## src/rtl/mul_int_pkg.sv

```systemverilog
// Shared definitions for the integer multiplier datapath: default width,
// low/high split helper and the inter-stage handshake payload.
package mul_int_pkg;

  localparam int unsigned MUL_DATA_WIDTH = 48;

  // Low half of the final adder; the high half takes the remainder.
  function automatic int unsigned lo_width(input int unsigned data_width);
    return data_width / 2;
  endfunction

  typedef struct packed {
    logic                      valid;
    logic [MUL_DATA_WIDTH-1:0] data;
  } mul_hs_t;

endpackage

```

## src/rtl/mul_fadd_half.sv

```systemverilog
// Parameterized-width binary adder with carry-in and carry-out, used for one
// half of the pipelined final adder.
module mul_fadd_half #(
  parameter int unsigned WIDTH = 24
) (
  input  logic [WIDTH-1:0] a,
  input  logic [WIDTH-1:0] b,
  input  logic             cin,
  output logic [WIDTH-1:0] sum_c,
  output logic             carry_c
);

  logic [WIDTH:0] total_c;

  assign total_c          = (WIDTH+1)'(a) + (WIDTH+1)'(b) + (WIDTH+1)'(cin);
  assign {carry_c, sum_c} = total_c;

endmodule

```

## src/rtl/mul_final_adder.sv

```systemverilog
// Two-stage pipelined carry-propagate adder resolving the compressor sum/carry
// pair into the product word. Optional result_zero flag: MUL_FINAL_ADDER_ZERO_FLAG_EN.
module mul_final_adder
  import mul_int_pkg::*;
#(
  parameter int unsigned DATA_WIDTH = MUL_DATA_WIDTH,
  parameter int unsigned LO_WIDTH   = lo_width(DATA_WIDTH)
) (
  input  logic                  clock,
  input  logic                  reset,
  input  logic                  in_valid,
  output logic                  in_ready,
  input  logic [DATA_WIDTH-1:0] sout,
  input  logic [DATA_WIDTH-1:0] cout,
  output logic                  out_valid,
  input  logic                  out_ready,
  output logic [DATA_WIDTH-1:0] result
`ifdef MUL_FINAL_ADDER_ZERO_FLAG_EN
  ,
  output logic                  result_zero
`endif
);

  localparam int unsigned HI_WIDTH = DATA_WIDTH - LO_WIDTH;

  if ((DATA_WIDTH % 2) != 0 || DATA_WIDTH < 4 || LO_WIDTH < 1 || LO_WIDTH >= DATA_WIDTH)
  begin : g_param_check
    $error("mul_final_adder: illegal DATA_WIDTH/LO_WIDTH");
  end

  // Carry vector is weighted one bit up; its MSB falls off the word.
  logic [DATA_WIDTH-1:0] addend_b_c;
  assign addend_b_c = {cout[DATA_WIDTH-2:0], 1'b0};

  logic out_adv_c;
  logic s1_adv_c;
  logic accept_c;

  logic                s1_valid;
  logic [LO_WIDTH-1:0] s1_lo_sum;
  logic                s1_lo_carry;
  logic [HI_WIDTH-1:0] s1_a_hi;
  logic [HI_WIDTH-1:0] s1_b_hi;

  logic [LO_WIDTH-1:0] lo_sum_c;
  logic                lo_carry_c;
  logic [HI_WIDTH-1:0] hi_sum_c;
  logic                hi_carry_c;

  assign out_adv_c = !out_valid || out_ready;
  assign s1_adv_c  = s1_valid && out_adv_c;
  assign in_ready  = !s1_valid || out_adv_c;
  assign accept_c  = in_valid && in_ready;

  mul_fadd_half #(.WIDTH(LO_WIDTH)) u_lo_add (
    .a       (sout[LO_WIDTH-1:0]),
    .b       (addend_b_c[LO_WIDTH-1:0]),
    .cin     (1'b0),
    .sum_c   (lo_sum_c),
    .carry_c (lo_carry_c)
  );

  mul_fadd_half #(.WIDTH(HI_WIDTH)) u_hi_add (
    .a       (s1_a_hi),
    .b       (s1_b_hi),
    .cin     (s1_lo_carry),
    .sum_c   (hi_sum_c),
    .carry_c (hi_carry_c)
  );

  // Final carry-out and the carry vector MSB are dropped by the mod-2^N result.
  logic unused_bits;
  assign unused_bits = &{1'b0, hi_carry_c, cout[DATA_WIDTH-1]};

  // Stage 1: low-half add plus the operands of the high half.
  always_ff @(posedge clock or posedge reset) begin
    if (reset) begin
      s1_valid    <= 1'b0;
      s1_lo_sum   <= '0;
      s1_lo_carry <= 1'b0;
      s1_a_hi     <= '0;
      s1_b_hi     <= '0;
    end else begin
      if (accept_c) begin
        s1_valid    <= 1'b1;
        s1_lo_sum   <= lo_sum_c;
        s1_lo_carry <= lo_carry_c;
        s1_a_hi     <= sout[DATA_WIDTH-1:LO_WIDTH];
        s1_b_hi     <= addend_b_c[DATA_WIDTH-1:LO_WIDTH];
      end else if (s1_adv_c) begin
        s1_valid    <= 1'b0;
      end
    end
  end

  // Stage 2: output register; holds while the consumer stalls.
  always_ff @(posedge clock or posedge reset) begin
    if (reset) begin
      out_valid <= 1'b0;
      result    <= '0;
    end else begin
      if (s1_adv_c) begin
        out_valid <= 1'b1;
        result    <= {hi_sum_c, s1_lo_sum};
      end else if (out_ready) begin
        out_valid <= 1'b0;
      end
    end
  end

`ifdef MUL_FINAL_ADDER_ZERO_FLAG_EN
  logic s1_lo_zero;

  // Low-half zero test is done in stage 1 to shorten the stage-2 path.
  always_ff @(posedge clock or posedge reset) begin
    if (reset) begin
      s1_lo_zero  <= 1'b0;
      result_zero <= 1'b0;
    end else begin
      if (accept_c) begin
        s1_lo_zero <= (lo_sum_c == '0);
      end
      if (s1_adv_c) begin
        result_zero <= s1_lo_zero && (hi_sum_c == '0);
      end
    end
  end
`endif

endmodule

```

## config.mk

```make
export PLATFORM = sky130hd
export DESIGN_NAME = mul_final_adder
export DESIGN_NICKNAME = d
export VERILOG_FILES = /design/src/rtl/mul_int_pkg.sv /design/src/rtl/mul_fadd_half.sv /design/src/rtl/mul_final_adder.sv
export SDC_FILE = /design/constraint.sdc
export NUM_CORES = 1
export LEC_CHECK = 0
export BUFFER_PORTS_ARGS = -buffer_cell sky130_fd_sc_hd__buf_2
export CAP_MARGIN = 0
export CORE_ASPECT_RATIO = 0.6
export CORE_UTILIZATION = 50
export CTS_BUF_LIST = sky130_fd_sc_hd__clkbuf_4 sky130_fd_sc_hd__clkbuf_8 sky130_fd_sc_hd__clkbuf_16
export DETAILED_ROUTE_END_ITERATION = 6
export PLACE_DENSITY = 0.75
export SLEW_MARGIN = 20
export SYNTH_ARGS = -nofsm -noshare
export SYNTH_HDL_FRONTEND = slang
export SYNTH_SLANG_ARGS = --single-unit
```

## constraint.sdc

```tcl
create_clock -name clock -period 4.1 [get_ports clock]
set_clock_uncertainty 0.1 [all_clocks]
set_input_delay 0.205 -clock clock [delete_from_list [all_inputs] [get_ports clock]]
set_output_delay 0.205 -clock clock [all_outputs]
set_load 0.05 [all_outputs]
```

# == Word level (Yosys, flattened, before mapping) ==
# Cells that the tools add are included.
# op_classes
muxes,4
reduce_logical,8
n_addsub,3
# ops
cell,count
24-bit by 24-bit adder with 25-bit output,1
24-bit by 1-bit adder with 24-bit output,1
24-bit adder,1
1-bit 2-to-1 mux,4
2-bit nonzero test,2
1-bit logical AND,2
1-bit zero test,2
1-bit logical OR,2
# totals
wordCells,22
ff_bits,123
out_inout_bits,50

# == Longest topological paths before layout ==
# logic_depth
ltp_word,5
depth_mapped,9
ltp_nobuf,9

# == By module ==
# Synthesis repeated with hierarchy kept, for this count alone.
# hier_totals
cells_unflattened,624
hier_area_um2,7339.5
# modules_own_cells
module,seq_area_each_um2,instances,cells_per_inst,area_each_um2
mul_final_adder,3078.0,1,264,4704.5
mul_fadd_half (u_hi_add),0.0,1,184,1356.3
mul_fadd_half (u_lo_add),0.0,1,176,1278.7

# == Worst setup path before layout ==
# Ideal clock, no wire load.
# synth_timing
path_kind,reg2reg
startpoint,reg s1_lo_carry
endpoint,reg result[44]
setup_time_ns,0.131
path_slack_ns,1.156
arrival_ns,2.713
stages_incl_launch_ff,10
path_buffers,0
required_time_ns,3.869
period_less_slack_ns,2.944
cell_sequence,dfrtp_1 > fa_1 > fa_1 > a211oi_1 > o21bai_1 > a211oi_2 > a21oi_2 > a21boi_1 > nor4_1 > or3_1
# synth_via
elab_chain_len,1
# synth_lines
item,line,text
start: declaration,mul_final_adder.sv:41,logic s1_lo_carry;
start signal: assignment,mul_final_adder.sv:87,s1_lo_carry <= lo_carry_c;
24-bit by 1-bit adder with 24-bit output,mul_fadd_half.sv:15,assign total_c = (WIDTH+1)'(a) + (WIDTH+1)'(b) + (WIDTH+1)'(cin);
end signal: assignment,mul_final_adder.sv:104,"result <= {hi_sum_c, s1_lo_sum};"
end: declaration,mul_final_adder.sv:17,output logic [DATA_WIDTH-1:0] result
# Every way passes these cells.
# A chain may end at the register's enable or synchronous reset.

# == Final worst setup path ==
# Same ends and word-level chain as after synthesis.

==> results.toml <==
[detailed_routing]
routed_wire_length_microns = 17700
number_of_search_and_repair_iterations_in_the_first_detailed_routing_pass = 5
final_antenna_net_count = 0
route.detailed.wl_per_inst_microns = 14.9
vias = 6247
avgViaCountPerCell = 5.28
drcViolationCount = 0
drt_iter0_drc = 375

[cells_and_area]
fill_cells = 1107
share_of_cells_above_drive_strength_1_pct = 19.4
area.growth.synth_to_final_pct = 28.1
instances_no_fill = 1183
final_nets = 1148
layout_common_cells = "nand2_1 (303), buf_2 (148), dfrtp_1 (123)"
most_frequent_standard_cell_in_the_layout_excluding_fill_and_tap_cells = "nand2_1"
design_area_sq_um = 8840

[global_routing]
vias_in_the_first_global_route = 5811
gr_util_all_layers_pct = 26.3
grt.overflow.total = 0
wire_length_of_the_first_global_routing_pass_microns = 29400
grt_start_max_net_pins = 74
grt_antenna_before_repair = 1

[timing]
setup_viol = 0
hold_viol_final = 0
achievable-frequency_mhz = 304
max-slew-margin-rel_pct = 38.5
tightestPinTransition_ns = 0.923
timing.final.crit_share_pct = 80.3
holdWs_ns = 0.0322
period_needed_ns = 3.29
post_route_setup_tns_ns = 0
setup_repair_after_global_routing_missed_its_margin = "false"
final_count_of_pins_violating_max_slew = 0

[pwr]
post-layout-total-power_mw = 4.99
max-vdd-ir-drop_mv = 0.442
cellLeakagePower_nw = 4.58
power_per_cell_area_nw_per_um2 = 564

[synthesis]
number_of_warning_messages_in_the_yosys_log = 0
synth.lib_cells_used.distinct = 61
synth.ff_latch_count = 123
postSynthNetCount = 961
syn-instance-count = 813
async_reset_ff_share_pct = 100
post_synth_instance_area_sq_um = 6900
synth_edf_count = 0
largest_cells_by_area_after_synthesis = "dfrtp_1 (45%), nand2_1 (17%), ha_1 (8.2%), a21oi_1 (3.3%), o21ai_0 (3.2%)"
seq_area_frac_synth_pct = 44.6
post-synth-top-area-cell = "dfrtp_1"
yosys.area.top_type_share_pct = 44.6
postSynthAreaPerCell_sq_um = 8.48
synth_top_flop_cell = "dfrtp_1"

[floorplanning]
die_w_microns = 154
floorplan.rows = 32
die-area_sq_um = 14300
die_span_in_y_microns = 93.0
io-pin-count = 150
floorplan.initialDensity_pct = 52.5
placeableCoreArea_sq_um = 13100

[clocking]
cts_max_level = 4
cts_made_buffers = 17
clock_sinks = 123
root_buffer_cell = "clkbuf_16"
insertion_delay_ns = 0.41
ctsResizeCount = 0
tritoncts = "yes"
cts_setup_buffers = 0
max-clock-path-buffers = 2
clk_pin_slew_worst_paths_ns = 0.05

[setup_path]
worstPathMaxFanout = 4
critPathKind = "flop to flop"
cp.arrival_ns = 3.48
type_of_element_capturing_the_critical_path = "flop"
cp-start-kind = "flop"
critical_path_required_ns = 4.29

[placement]
placedInstanceArea_sq_um = 7750
final_weighted_congestion_of_routability_driven_global_placement = 0.923
dp.cells = 1100
port_buffers = 148
place_hpwl_microns = 12200

[flow_run]
timing.max_cap.violations = 0

[run_status]
outcome = "complete, no violations"

[worst_hold_path]
hold_path_class = "input port to flop"
## cell families (layout without fill, tap and decap cells)
kind of cell	count (synthesis)	after routing	synth area share (%)
AO/OA/AOI/OAI	173	173	15.9
AND/OR/NAND/NOR	386	386	23.0
flip-flops	123	123	44.6
adder cells (fa/ha/maj)	48	48	9.04
other	0	1	0
XOR/XNOR	36	36	4.57
multiplexers	2	2	0.290
buffers and inverters	45	244	2.58
## routing by layer
| layer | track usage [%] | up-vias | wire length (microns) |
|---|---|---|---|
| met5 | 0 | - | 0 |
| met4 | 7.42 | 0 | 144 |
| met3 | 6.18 | 15 | 1190 |
| met2 | 35.4 | 198 | 7080 |
| met1 | 40.9 | 2881 | 9250 |
| li1 | - | 3153 | - |
## flip-flops by register name (all words and copies together), names as in the netlist
| signal | flops |
|---|---|
| s1_lo_carry | 1 |
| s1_lo_sum | 24 |
| out_valid | 1 |
| result | 48 |
| s1_valid | 1 |
| s1_a_hi | 24 |
| s1_b_hi | 24 |
## worst max-delay path, cell delays in order (launching register included)
cell and delay [ns]:
dfrtp_1 0.40, fa_1 0.48, fa_1 0.44, a211oi_1 0.31, o21bai_1 0.17, a211oi_2 0.37, a21oi_2 0.16, a21boi_1 0.27
nor4_1 0.08, or3_1 0.38
## stage by stage
stage	worst slack, ns	utilization (%)
floorplan	0.524	-
global route	0.602	67.3
finish	0.809	67.3
CTS	0.834	67.3
global placement	0.872	59.1
detailed placement	0.848	59.1
## synth_stat cells, drive strengths merged, types with 3 or more instances
master  count
o21ai      58
buf         6
nor2b       3
clkbuf     31
xor2       17
inv         8
a21o       17
fa          3
a221oi      3
o211ai      3
a21oi      47
o21a        4
nand4      12
nand2     305
nand3      10
o31ai       5
nor3        6
and3        3
a211oi      6
xnor2      19
o41ai       3
dfrtp     123
nor2       27
a31oi       5
nand2b      5
ha         45
o311ai      3
## where the power goes
group / internal (mW) / switching (mW)
clock: 0.909 / 0.526
combinational: 0.570 / 1.31
sequential: 1.50 / 0.172
## path summary, 6_finish.rpt
check / depth (start not counted) / endpoint / slack (ns) / from
max in group asynchronous: 4 / s1_a_hi[5]$_DFFE_PP0P_ / 2.53 / reset
worst max-delay path: 9 / result[44]$_DFFE_PP0P_ / 0.81 / s1_lo_carry$_DFFE_PP0P_
worst max register to register: 9 / result[44]$_DFFE_PP0P_ / 0.81 / s1_lo_carry$_DFFE_PP0P_
worst min register to register: 2 / result[11]$_DFFE_PP0P_ / 0.36 / s1_lo_sum[11]$_DFFE_PP0P_
min in group asynchronous: 3 / s1_a_hi[19]$_DFFE_PP0P_ / 0.45 / reset
worst min-delay path: 3 / out_valid$_DFFE_PP0P_ / 0.03 / out_ready
## repair_timing
| action | in CTS | in global routing |
|---|---|---|
| setup endpoints to repair | 0 | 0 |
| endpoints found under the hold margin | 121 | 0 |
| hold buffers | 51 | 0 |
## cell type report
cell class                 instances  area (sq um)  area share [%]
clock inverter                     7          65.1           0.736
antenna                            1          2.50          0.0283
clock buffer                      24           503            5.69
sequential                       123          3080            34.8
inverter                           8          32.5           0.368
timing repair buffer             205          1300            14.7
multi-input combinational        645          3650            41.3
tap                              170           213            2.41
Power figures use the tool's default switching activity.
